===== config.mk =====
export PLATFORM = sky130hd
export DESIGN_NAME = arb_master_port_flat
export DESIGN_NICKNAME = d
export VERILOG_FILES = /design/src/rtl/arb_master_port_if.sv /design/src/rtl/arb_master_port.sv /design/src/flat_wrapper.sv
export SDC_FILE = /design/constraint.sdc
export NUM_CORES = 1
export LEC_CHECK = 0
export ABC_CLOCK_PERIOD_IN_PS = 1900
export CAP_MARGIN = 10
export CORE_AREA = 2 2 65 67
export DETAILED_ROUTE_END_ITERATION = 8
export DIE_AREA = 0 0 67 69
export PLACE_DENSITY = 0.73
export SKIP_CTS_REPAIR_TIMING = 1
export SYNTH_ARGS = -nofsm -noshare
export SYNTH_HDL_FRONTEND = slang
export SYNTH_SLANG_ARGS = --single-unit

===== constraint.sdc =====
create_clock -name clk -period 1.9 [get_ports clk]
set_clock_uncertainty 0.15 [all_clocks]
set_input_delay 0.475 -clock clk [delete_from_list [all_inputs] [get_ports clk]]
set_output_delay 0.475 -clock clk [all_outputs]
set_load 0.01 [all_outputs]

===== src/rtl/arb_master_port_if.sv =====
// Bundle of the command, arbitration and beat signals of one arb_master_port.
// master: the port's view. slave: the view of local logic plus the arbiter.
interface arb_master_port_if #(
   parameter int LEN_W = 4,
   parameter int DEPTH = 4
);
   localparam int LVL_W = $clog2(DEPTH) + 1;

   logic             cmd_valid;
   logic             cmd_ready;
   logic [LEN_W-1:0] cmd_len;
   logic             gnt;
   logic             req;
   logic             end_access;
   logic             beat;
   logic [LEN_W-1:0] beat_idx;
   logic             busy;
   logic [LVL_W-1:0] fifo_level;
   logic             proto_err;
   logic             to_err;

   modport master (
      input  cmd_valid, cmd_len, gnt,
      output cmd_ready, req, end_access, beat, beat_idx, busy, fifo_level,
             proto_err, to_err
   );

   modport slave (
      output cmd_valid, cmd_len, gnt,
      input  cmd_ready, req, end_access, beat, beat_idx, busy, fifo_level,
             proto_err, to_err
   );
endinterface


===== src/rtl/arb_master_port.sv =====
// Requester-side endpoint of the 3-master weighted round-robin arbitration
// protocol. Queues burst commands, requests the bus, strobes beats for each
// granted tenure and pulses end_access with the last beat.
// Optional grant-wait timeout: define ARB_MASTER_TIMEOUT_EN.
//
//  state   | meaning
//  --------+----------------------------------------------------------
//  IDLE    | nothing in service; leaves as soon as the FIFO is non-empty
//  REQ     | req asserted for the head command, waiting for gnt
//  XFER    | own the bus, one beat per cycle until beat_idx == len_q
module arb_master_port #(
   parameter int LEN_W     = 4,
   parameter int DEPTH     = 4,
   parameter int TO_CYCLES = 64
) (
   input  logic                clk,
   input  logic                resetb,
   arb_master_port_if.master   bus
);
   localparam int PTR_W = $clog2(DEPTH);
   localparam int LVL_W = PTR_W + 1;

   if (DEPTH < 2 || (DEPTH & (DEPTH - 1)) != 0 || TO_CYCLES < 1) begin : g_bad_param
      $error("arb_master_port: DEPTH must be a power of 2 >= 2, TO_CYCLES >= 1");
   end

   typedef enum logic [1:0] {
      ST_IDLE = 2'd0,
      ST_REQ  = 2'd1,
      ST_XFER = 2'd2
   } state_t;

   state_t           state_q, state_d;
   logic [LEN_W-1:0] mem [DEPTH];
   logic [PTR_W-1:0] rd_ptr_q, wr_ptr_q, nxt_ptr;
   logic [LVL_W-1:0] level_q;
   logic [LEN_W-1:0] len_q, len_d;
   logic [LEN_W-1:0] idx_q, idx_d;
   logic             proto_q, proto_d;
   logic             to_err_q, to_err_d;
   logic             push, pop, full, more, last_beat, timeout;

   assign full      = (level_q == LVL_W'(DEPTH));
   assign push      = bus.cmd_valid && !full;
   assign nxt_ptr   = rd_ptr_q + PTR_W'(1);
   assign more      = (level_q > LVL_W'(1));
   assign last_beat = (idx_q == len_q);

`ifdef ARB_MASTER_TIMEOUT_EN
   localparam int CNT_W = $clog2(TO_CYCLES) + 1;
   logic [CNT_W-1:0] wait_q;

   assign timeout = (state_q == ST_REQ) && !bus.gnt &&
                    (wait_q == CNT_W'(TO_CYCLES - 1));

   // Count ungranted REQ cycles; zero outside REQ so every REQ entry starts fresh.
   always_ff @(posedge clk) begin
      if (resetb) begin
         wait_q <= '0;
      end else if (state_q == ST_REQ && !bus.gnt && !timeout) begin
         wait_q <= wait_q + CNT_W'(1);
      end else begin
         wait_q <= '0;
      end
   end
`else
   assign timeout = 1'b0;
`endif

   // Command storage; contents need no reset because level/pointers gate use.
   always_ff @(posedge clk) begin
      if (push) begin
         mem[wr_ptr_q] <= bus.cmd_len;
      end
   end

   // FIFO pointers and occupancy; simultaneous push and pop leaves level unchanged.
   always_ff @(posedge clk) begin
      if (resetb) begin
         rd_ptr_q <= '0;
         wr_ptr_q <= '0;
         level_q  <= '0;
      end else begin
         if (push) wr_ptr_q <= wr_ptr_q + PTR_W'(1);
         if (pop)  rd_ptr_q <= nxt_ptr;
         case ({push, pop})
            2'b10:   level_q <= level_q + LVL_W'(1);
            2'b01:   level_q <= level_q - LVL_W'(1);
            default: level_q <= level_q;
         endcase
      end
   end

   // FSM state and tenure bookkeeping registers.
   always_ff @(posedge clk) begin
      if (resetb) begin
         state_q  <= ST_IDLE;
         len_q    <= '0;
         idx_q    <= '0;
         proto_q  <= 1'b0;
         to_err_q <= 1'b0;
      end else begin
         state_q  <= state_d;
         len_q    <= len_d;
         idx_q    <= idx_d;
         proto_q  <= proto_d;
         to_err_q <= to_err_d;
      end
   end

   // Next-state logic. The next length is taken from the entry behind the head
   // only when it was already queued; a command pushed during the pop cycle is
   // picked up from IDLE one cycle later.
   always_comb begin
      state_d  = state_q;
      len_d    = len_q;
      idx_d    = idx_q;
      proto_d  = proto_q;
      to_err_d = 1'b0;
      pop      = 1'b0;
      case (state_q)
         ST_IDLE: begin
            if (level_q != '0) begin
               state_d = ST_REQ;
               len_d   = mem[rd_ptr_q];
            end
         end
         ST_REQ: begin
            if (bus.gnt) begin
               state_d = ST_XFER;
               idx_d   = '0;
            end else if (timeout) begin
               to_err_d = 1'b1;
               pop      = 1'b1;
               if (more) begin
                  state_d = ST_REQ;
                  len_d   = mem[nxt_ptr];
               end else begin
                  state_d = ST_IDLE;
               end
            end
         end
         ST_XFER: begin
            if (last_beat) begin
               pop = 1'b1;
               if (more) begin
                  state_d = ST_REQ;
                  len_d   = mem[nxt_ptr];
               end else begin
                  state_d = ST_IDLE;
               end
            end else if (!bus.gnt) begin
               proto_d = 1'b1;
               pop     = 1'b1;
               state_d = ST_IDLE;
            end else begin
               idx_d = idx_q + LEN_W'(1);
            end
         end
         default: state_d = ST_IDLE;
      endcase
   end

   // Outputs decode registered state only.
   assign bus.cmd_ready  = !full;
   assign bus.req        = (state_q == ST_REQ) || ((state_q == ST_XFER) && more);
   assign bus.beat       = (state_q == ST_XFER);
   assign bus.beat_idx   = (state_q == ST_XFER) ? idx_q : '0;
   assign bus.end_access = (state_q == ST_XFER) && last_beat;
   assign bus.busy       = (state_q != ST_IDLE) || (level_q != '0);
   assign bus.fifo_level = level_q;
   assign bus.proto_err  = proto_q;
   assign bus.to_err     = to_err_q;
endmodule


===== src/flat_wrapper.sv =====
// flat-port wrapper written by rule: the top's interface ports become plain ports
module arb_master_port_flat 
#(
   parameter int LEN_W     = 4,
   parameter int DEPTH     = 4,
   parameter int TO_CYCLES = 64
)
  (clk, resetb, bus_cmd_valid, bus_cmd_len, bus_gnt, bus_cmd_ready, bus_req, bus_end_access, bus_beat, bus_beat_idx, bus_busy, bus_fifo_level, bus_proto_err, bus_to_err);
  arb_master_port_if #(.LEN_W(LEN_W), .DEPTH(DEPTH)) bus_i ();
  input  logic clk;
  input  logic resetb;
  input wire logic [$bits(bus_i.cmd_valid)-1:0] bus_cmd_valid;
  input wire logic [$bits(bus_i.cmd_len)-1:0] bus_cmd_len;
  input wire logic [$bits(bus_i.gnt)-1:0] bus_gnt;
  output wire logic [$bits(bus_i.cmd_ready)-1:0] bus_cmd_ready;
  output wire logic [$bits(bus_i.req)-1:0] bus_req;
  output wire logic [$bits(bus_i.end_access)-1:0] bus_end_access;
  output wire logic [$bits(bus_i.beat)-1:0] bus_beat;
  output wire logic [$bits(bus_i.beat_idx)-1:0] bus_beat_idx;
  output wire logic [$bits(bus_i.busy)-1:0] bus_busy;
  output wire logic [$bits(bus_i.fifo_level)-1:0] bus_fifo_level;
  output wire logic [$bits(bus_i.proto_err)-1:0] bus_proto_err;
  output wire logic [$bits(bus_i.to_err)-1:0] bus_to_err;
  assign bus_i.cmd_valid = bus_cmd_valid;
  assign bus_i.cmd_len = bus_cmd_len;
  assign bus_i.gnt = bus_gnt;
  assign bus_cmd_ready = bus_i.cmd_ready;
  assign bus_req = bus_i.req;
  assign bus_end_access = bus_i.end_access;
  assign bus_beat = bus_i.beat;
  assign bus_beat_idx = bus_i.beat_idx;
  assign bus_busy = bus_i.busy;
  assign bus_fifo_level = bus_i.fifo_level;
  assign bus_proto_err = bus_i.proto_err;
  assign bus_to_err = bus_i.to_err;
  arb_master_port #(.LEN_W(LEN_W), .DEPTH(DEPTH), .TO_CYCLES(TO_CYCLES)) u_core (.clk(clk), .resetb(resetb), .bus(bus_i));
endmodule

==> impl_metrics.py, run 1 <==
metrics = {
    "cells_and_area": {
        "layout.nets": 242,
        "layout.cells.most_common": "sky130_fd_sc_hd__buf_4",
        "layout.cell_area.non_filler_um2": 2620,
        "insertedDiodeCount": 0,
        "most_frequent_cells_in_the_layout": "sky130_fd_sc_hd__buf_4, sky130_fd_sc_hd__edfxtp_1, sky130_fd_sc_hd__nand2_1, sky130_fd_sc_hd__dfxtp_1, sky130_fd_sc_hd__nor2_1",
        "flow.area_growth_from_synthesis_pct": 38.3,
        "drive_gt1_share_pct": 41.3,
        "layoutNonFillerInstCount": 275,
    },
    "run_status": {
        "violations": "negative setup slack",
        "outcome": "complete, but fails checks",
    },
    "synth": {
        "syn-cell-area_um2": 1890,
        "post_synth_main_area_contributors": "sky130_fd_sc_hd__edfxtp_1, sky130_fd_sc_hd__dfxtp_1, sky130_fd_sc_hd__mux4_2, sky130_fd_sc_hd__ha_1, sky130_fd_sc_hd__mux2_2",
        "netlist.area_leader.share_pct": 25.4,
        "count_of_cell_types_in_the_netlist": 42,
        "postSynthRegisterBits": 36,
        "synth_edf_count": 16,
        "syn_avg_cell_area_um2": 11.1,
        "synthesis.instances": 170,
        "yosysTopAreaCell": "sky130_fd_sc_hd__edfxtp_1",
        "yosysSeqAreaShare_pct": 46.6,
        "syn_nets": 188,
        "yosys_most_used_dff": "sky130_fd_sc_hd__dfxtp_1",
        "postSynth.asyncResetShare_pct": 0,
        "yosysWarnings": 0,
    },
    "power": {
        "leakage_nw": 1.13,
        "worst_ir_drop_on_vdd_mv": 0.475,
        "power_density_nw_per_um2": 863,
    },
    "timing": {
        "final_hold_viol_count": 0,
        "timing.final.max_slew_violations": 0,
        "grt_setup_unrepaired": "true",
        "final_setup_slack_of_the_worst_path_ns": -0.151,
        "final_period_minus_worst_setup_slack_ns": 2.05,
        "report.final.setup_viol": 3,
        "max_freq_mhz": 488,
        "min_period_over_period_pct": 108,
        "final.hold.worst_slack_ns": 0.331,
    },
    "cts": {
        "cts.clk_slew.worst_paths_ns": 0.08,
        "worstSkewPairLatency_ns": 0.30,
        "cts_buffers": 5,
        "ctsLongestPathBuffers": 2,
        "clock_tree.root_cell": "sky130_fd_sc_hd__clkbuf_8",
        "clock_sinks": 36,
        "cts_tree": "done",
        "ctsHtreeMaxLevel": 2,
    },
    "placed_design": {
        "number_of_placed_cells_counting_well_taps": 264,
        "buffer_ports.inserted": 20,
        "postPlaceCellArea_um2": 2400,
        "gp_routability_congestion": 0.848,
        "hpwl_mm": 3.05,
        "placement.setup.worst_slack_ns": -0.394,
    },
    "routing": {
        "num_vias": 1451,
        "drt-initial-drc-count": 67,
        "postRouteAntennaNets": 0,
        "drt-pass1-iter-count": 5,
        "route.detailed.drc": 0,
        "route.detailed.vias_per_inst": 5.28,
        "wl_per_cell_um": 15.2,
        "wirelength_mm": 4.17,
    },
    "worst_setup_path": {
        "depth_of_the_most_critical_reg_to_reg_path": 8,
        "critPathArrivalTime_ns": 1.43,
        "worstPathRequired_ns": 1.27,
        "cp_max_fo": 2,
        "setup.worst_path.class": "reg -> out",
        "timing.critical_path.to_type": "primary output",
        "critical_path.startpoint_type": "flip-flop",
    },
    "floorplan": {
        "io-pin-count": 22,
        "core_region_area_um2": 3910,
        "fp.dieH_um": 69,
        "die_x_um": 67,
        "die_area_um2": 4620,
        "rows": 23,
        "floorplan.initialDensity_pct": 48.3,
    },
    "global_routing": {
        "grt_max_degree": 24,
        "antenna_found_initial": 0,
        "first_pass_grt_wire_length_mm": 6.98,
        "grt_pass1_vias": 1545,
        "total_routing_usage_reported_by_global_routing_pct": 19.7,
        "grt.overflow.total": 0,
    },
    "min_path": {
        "worstHoldPathCells": 2,
        "timing.hold.worst.class": "reg -> reg",
    },
    "flow_run": {
        "maxCapViolations": 0,
    },
}
-- layout make-up --
class                      instances  area, um2
inverter                           9       36.3
multi-input combinational        118       1040
timing repair buffer              54        495
fill                             297       1300
sequential                        36        893
tap                               50       62.6
clock inverter                     3       23.8
clock buffer                       5       68.8
-- logic make-up (layout without fill, tap and decap cells) --
logic type | after synthesis | count (layout) | synth area share, %
xor gates and xnor gates | 7 | 7 | 3.24
muxes | 15 | 15 | 13.6
adders and majority gates | 10 | 10 | 6.61
AOI/OAI and AO/OA | 28 | 28 | 9.46
buffers and inverters | 16 | 71 | 4.50
and+or+nand+nor | 57 | 57 | 15.8
DFF | 36 | 36 | 46.6
other | 1 | 1 | 0.198
-- worst max-delay path, cell delays in order (launching register included) --
cell and delay [ns]:
sky130_fd_sc_hd__dfxtp_2 0.34, sky130_fd_sc_hd__inv_2 0.04, sky130_fd_sc_hd__ha_1 0.16, sky130_fd_sc_hd__o21bai_1 0.19, sky130_fd_sc_hd__a21oi_2 0.16, sky130_fd_sc_hd__nand2b_1 0.12
sky130_fd_sc_hd__clkbuf_2 0.13
-- where the power goes --
group | switching, W | internal [W]
Combinational | 0.000343 | 0.000418
Sequential | 0.0000534 | 0.000883
Clock | 0.000301 | 0.000259
Total | 0.000697 | 0.00156
-- cells in the mapped netlist, types with 2 or more instances --
library cell	count
sky130_fd_sc_hd__a211oi_1	3
sky130_fd_sc_hd__ha_1	10
sky130_fd_sc_hd__clkbuf_8	2
sky130_fd_sc_hd__and2_1	8
sky130_fd_sc_hd__nor2_1	12
sky130_fd_sc_hd__o31ai_1	2
sky130_fd_sc_hd__inv_1	8
sky130_fd_sc_hd__xor2_1	2
sky130_fd_sc_hd__mux2_2	6
sky130_fd_sc_hd__nand2_1	16
sky130_fd_sc_hd__nand2b_1	2
sky130_fd_sc_hd__dfxtp_1	20
sky130_fd_sc_hd__nand4_1	2
sky130_fd_sc_hd__mux4_2	8
sky130_fd_sc_hd__a31oi_1	3
sky130_fd_sc_hd__a41oi_1	2
sky130_fd_sc_hd__edfxtp_1	16
sky130_fd_sc_hd__or4_1	3
sky130_fd_sc_hd__a21oi_1	12
sky130_fd_sc_hd__nor2b_1	5
sky130_fd_sc_hd__clkbuf_1	3
sky130_fd_sc_hd__xnor2_1	5
-- metal layers --
metal	GRT usage, %	up-vias	routed length (um)
li1	-	718	-
met1	23.0	695	1760
met2	33.7	31	2190
met3	3.59	7	137
met4	9.52	0	76
met5	0	-	0
-- final timing paths --
| kind | startpoint | to | slack [ns] |
|---|---|---|---|
| setup reg to reg | u_core.idx_q[0] | u_core.bus.fifo_level[2] | -0.04 |
| hold / removal | u_core.bus.proto_err | u_core.bus.proto_err | 0.33 |
| setup / recovery | u_core.bus.fifo_level[1] | bus_req | -0.15 |
| hold reg to reg | u_core.bus.proto_err | u_core.bus.proto_err | 0.33 |
-- state kept, by name (all words and copies together), names as in the netlist, named ones only --
| signal | cells |
|---|---|
| u_core.mem | 16 |
| u_core.rd_ptr_q | 2 |
| u_core.state_q | 2 |
| u_core.bus.proto_err | 1 |
| u_core.idx_q | 4 |
| u_core.bus.fifo_level | 3 |
| u_core.len_q | 4 |
| u_core.wr_ptr_q | 2 |
-- metrics by stage --
| stage | utilization [%] | TNS (ns) | total power, W |
|---|---|---|---|
| global route | 66.8 | -0.684 | 0.00238 |
| detailed placement | 61.3 | -4.98 | 0.00163 |
| global placement | 61.3 | -4.14 | 0.00160 |
| finish | 66.8 | -0.195 | 0.00226 |
| CTS | 63.6 | -4.48 | 0.00219 |
| floorplan | - | 0 | 0.00132 |
(Power assumes the default switching activity.)
==> run 2, diff against run 1 <==
--- a/config.mk
+++ b/config.mk
@@ -8,6 +8,7 @@
 export ABC_CLOCK_PERIOD_IN_PS = 1900
 export CAP_MARGIN = 10
 export CORE_AREA = 2 2 65 67
+export CTS_CLUSTER_DIAMETER = 30
 export DETAILED_ROUTE_END_ITERATION = 8
 export DIE_AREA = 0 0 67 69
 export PLACE_DENSITY = 0.73
==> results of run 2 <==
No change in the layout: final DEF, timing and power equal those of run 1.
==> run 3, diff against run 2 <==
--- a/config.mk
+++ b/config.mk
@@ -7,11 +7,12 @@
 export LEC_CHECK = 0
 export ABC_CLOCK_PERIOD_IN_PS = 1900
 export CAP_MARGIN = 10
-export CORE_AREA = 2 2 65 67
-export CTS_CLUSTER_DIAMETER = 30
+export CORE_AREA = 2 2 62 64
+export CTS_CLUSTER_DIAMETER = 60
 export DETAILED_ROUTE_END_ITERATION = 8
-export DIE_AREA = 0 0 67 69
-export PLACE_DENSITY = 0.73
+export DIE_AREA = 0 0 64 66
+export DONT_BUFFER_PORTS = 1
+export PLACE_DENSITY = 0.71
 export SKIP_CTS_REPAIR_TIMING = 1
 export SYNTH_ARGS = -nofsm -noshare
 export SYNTH_HDL_FRONTEND = slang
==> run 3 against run 2 <==
  * The flow still finishes with violations (negative setup slack)
  * Sequential cell count unchanged
  * Clock power shrank 4.6%
  * Non-clock buffer count shrank 36
  * Combinational power is 27% lower
  * Sequential share of layout area increased by 5.5 points
  * Wire length is 10% lower
  * Setup slack improved by 0.045 ns
  * Utilization is 3.5 points lower
  * Die area is 8.6% lower
  * First-iteration DRC count grew 66%
  * Sequential power up 2%
  * Largest cell class unchanged
==> impl_metrics.py, run 3 (synthesis gave the netlist of run 1 again) <==
metrics = {
    "worst_setup_path": {
        "worst_r2r_end": "u_core.bus.fifo_level[2]",
        "worstPathRequired_ns": 1.27,
        "cp_max_fo": 4,
        "critical_path.startpoint_type": "flip-flop",
        "r2r_start": "u_core.len_q[2]",
        "critPathArrivalTime_ns": 1.38,
        "timing.reg2reg.setup_slack_ns": -0.02,
        "depth_of_the_most_critical_reg_to_reg_path": 7,
        "timing.critical_path.to_type": "primary output",
        "setup.worst_path.class": "reg -> out",
    },
    "timing": {
        "min_period_over_period_pct": 106,
        "final_setup_slack_of_the_worst_path_ns": -0.106,
        "grt_setup_unrepaired": "true",
        "timing.final.max_slew_violations": 0,
        "final_hold_viol_count": 0,
        "final_period_minus_worst_setup_slack_ns": 2.01,
        "setup_total_negative_slack_ns": -0.222,
        "report.final.setup_viol": 4,
        "max_freq_mhz": 499,
    },
    "min_path": {
        "hold_path_startpoint": "resetb",
        "timing.hold.worst.class": "in -> reg",
        "hold_end": "u_core.bus.fifo_level[2]",
        "worstHoldPathCells": 1,
    },
    "cells_and_area": {
        "layout.nets": 206,
        "insertedDiodeCount": 0,
        "multi_input_area_um2": 1040,
        "flow.area_growth_from_synthesis_pct": 19.0,
        "reg.largest.list": "u_core.mem x16, u_core.idx_q x4, u_core.len_q x4",
        "largest_register_ffs": 16,
        "final_core_utilization_pct": 63.4,
        "top_register": "u_core.mem",
        "most_frequent_cells_in_the_layout": "sky130_fd_sc_hd__buf_4, sky130_fd_sc_hd__nand2_1, sky130_fd_sc_hd__edfxtp_1, sky130_fd_sc_hd__dfxtp_1, sky130_fd_sc_hd__a21oi_1",
        "drive_gt1_share_pct": 36.0,
        "layout.cells.most_common": "sky130_fd_sc_hd__buf_4",
        "fillers": 294,
        "final-seq-area_um2": 892,
    },
    "routing": {
        "wl_per_cell_um": 15.8,
        "num_vias": 1329,
        "drt-initial-drc-count": 111,
        "route.detailed.drc": 0,
        "wirelength_mm": 3.74,
        "drt-pass1-iter-count": 4,
        "postRouteAntennaNets": 0,
        "route.detailed.vias_per_inst": 5.61,
    },
    "global_routing": {
        "grt_max_degree": 24,
        "grt_pass1_vias": 1324,
        "total_routing_usage_reported_by_global_routing_pct": 18.3,
        "first_pass_grt_wire_length_mm": 5.89,
        "antenna_found_initial": 0,
        "grt.overflow.total": 0,
    },
    "power": {
        "leakage_nw": 0.807,
        "worst_ir_drop_on_vdd_mv": 0.477,
        "power_density_nw_per_um2": 908,
    },
    "placed_design": {
        "gp_routability_congestion": 0.784,
        "buffer_ports.inserted": 0,
        "hpwl_mm": 2.78,
    },
    "cts": {
        "cts_buffers": 5,
        "worstSkewPairLatency_ns": 0.33,
        "clock_sinks": 36,
        "ctsLongestPathBuffers": 2,
        "cts.clk_slew.worst_paths_ns": 0.11,
        "ctsHtreeMaxLevel": 2,
        "clock_tree.root_cell": "sky130_fd_sc_hd__clkbuf_4",
        "cts_tree": "done",
    },
    "floorplan": {
        "core_region_area_um2": 3550,
        "rows": 22,
        "fp.dieH_um": 66,
        "die_area_um2": 4220,
        "io-pin-count": 22,
        "die_x_um": 64,
        "floorplan.initialDensity_pct": 53.3,
    },
    "flow_run": {
        "maxCapViolations": 0,
    },
    "run_status": {
        "outcome": "complete, but fails checks",
        "violations": "negative setup slack",
    },
}
## run 3: worst max-delay path: stages (launching register included)
cell and delay [ns]:
sky130_fd_sc_hd__dfxtp_2 0.37, sky130_fd_sc_hd__inv_4 0.05, sky130_fd_sc_hd__ha_4 0.15, sky130_fd_sc_hd__o21bai_4 0.17, sky130_fd_sc_hd__a21oi_4 0.15, sky130_fd_sc_hd__nand2b_4 0.16
## run 3: power breakdown
| group | switching, W | internal (W) |
|---|---|---|
| sequential | 0.0000720 | 0.000883 |
| clock | 0.000259 | 0.000274 |
| combinational | 0.000272 | 0.000283 |
## run 3: final cells by class
type	count	share of cell area [%]
clock inverters	3	1.89
well taps	48	2.67
clock buffers	5	1.67
flip-flops and latches	36	39.6
repair buffers	18	6.00
multi-input cells	118	46.4
inverters	9	1.72
## run 3: worst max-delay path by stage
stage                             startpoint                  endpoint  slack [ns]  cells past startpoint
global route        u_core.bus.fifo_level[1]                   bus_req       -0.18                      5
detailed placement           u_core.idx_q[1]  u_core.bus.fifo_level[2]        0.03                      6
floorplan                    u_core.idx_q[3]  u_core.bus.fifo_level[2]       0.005                      6
finish              u_core.bus.fifo_level[1]                   bus_req       -0.11                      5
CTS                 u_core.bus.fifo_level[1]                   bus_req       -0.29                      5
global placement             u_core.idx_q[2]  u_core.bus.fifo_level[2]        0.04                      6
## run 3: stage by stage
| stage | total power, W | cell area (um2) | instances | setup slack, ns | hold slack, ns |
|---|---|---|---|---|---|
| 6_report | 0.00204 | 2250 | 237 | -0.106 | 0.0451 |
| 5_1_grt | 0.00215 | 2250 | 237 | -0.178 | 0.0184 |
| 4_1_cts | 0.00198 | 2150 | 235 | -0.291 | 0.0260 |
| 3_5_place_dp | 0.00145 | 2070 | 227 | 0.0250 | 0.397 |
| 3_3_place_gp | 0.00142 | 2070 | 227 | 0.0446 | 0.377 |
| 2_1_floorplan | 0.00132 | 1940 | 170 | 0.00467 | 0.329 |
## run 3: per-layer routing
metal / share of wire (%) / up-vias / track usage (%) / wire, um
met5: 0 / - / 0 / 0
met4: 1.3 / 0 / 7.61 / 48
met3: 5.0 / 4 / 6.13 / 186
met2: 54 / 39 / 33.1 / 2030
met1: 40 / 639 / 19.5 / 1480
li1: - / 647 / - / -
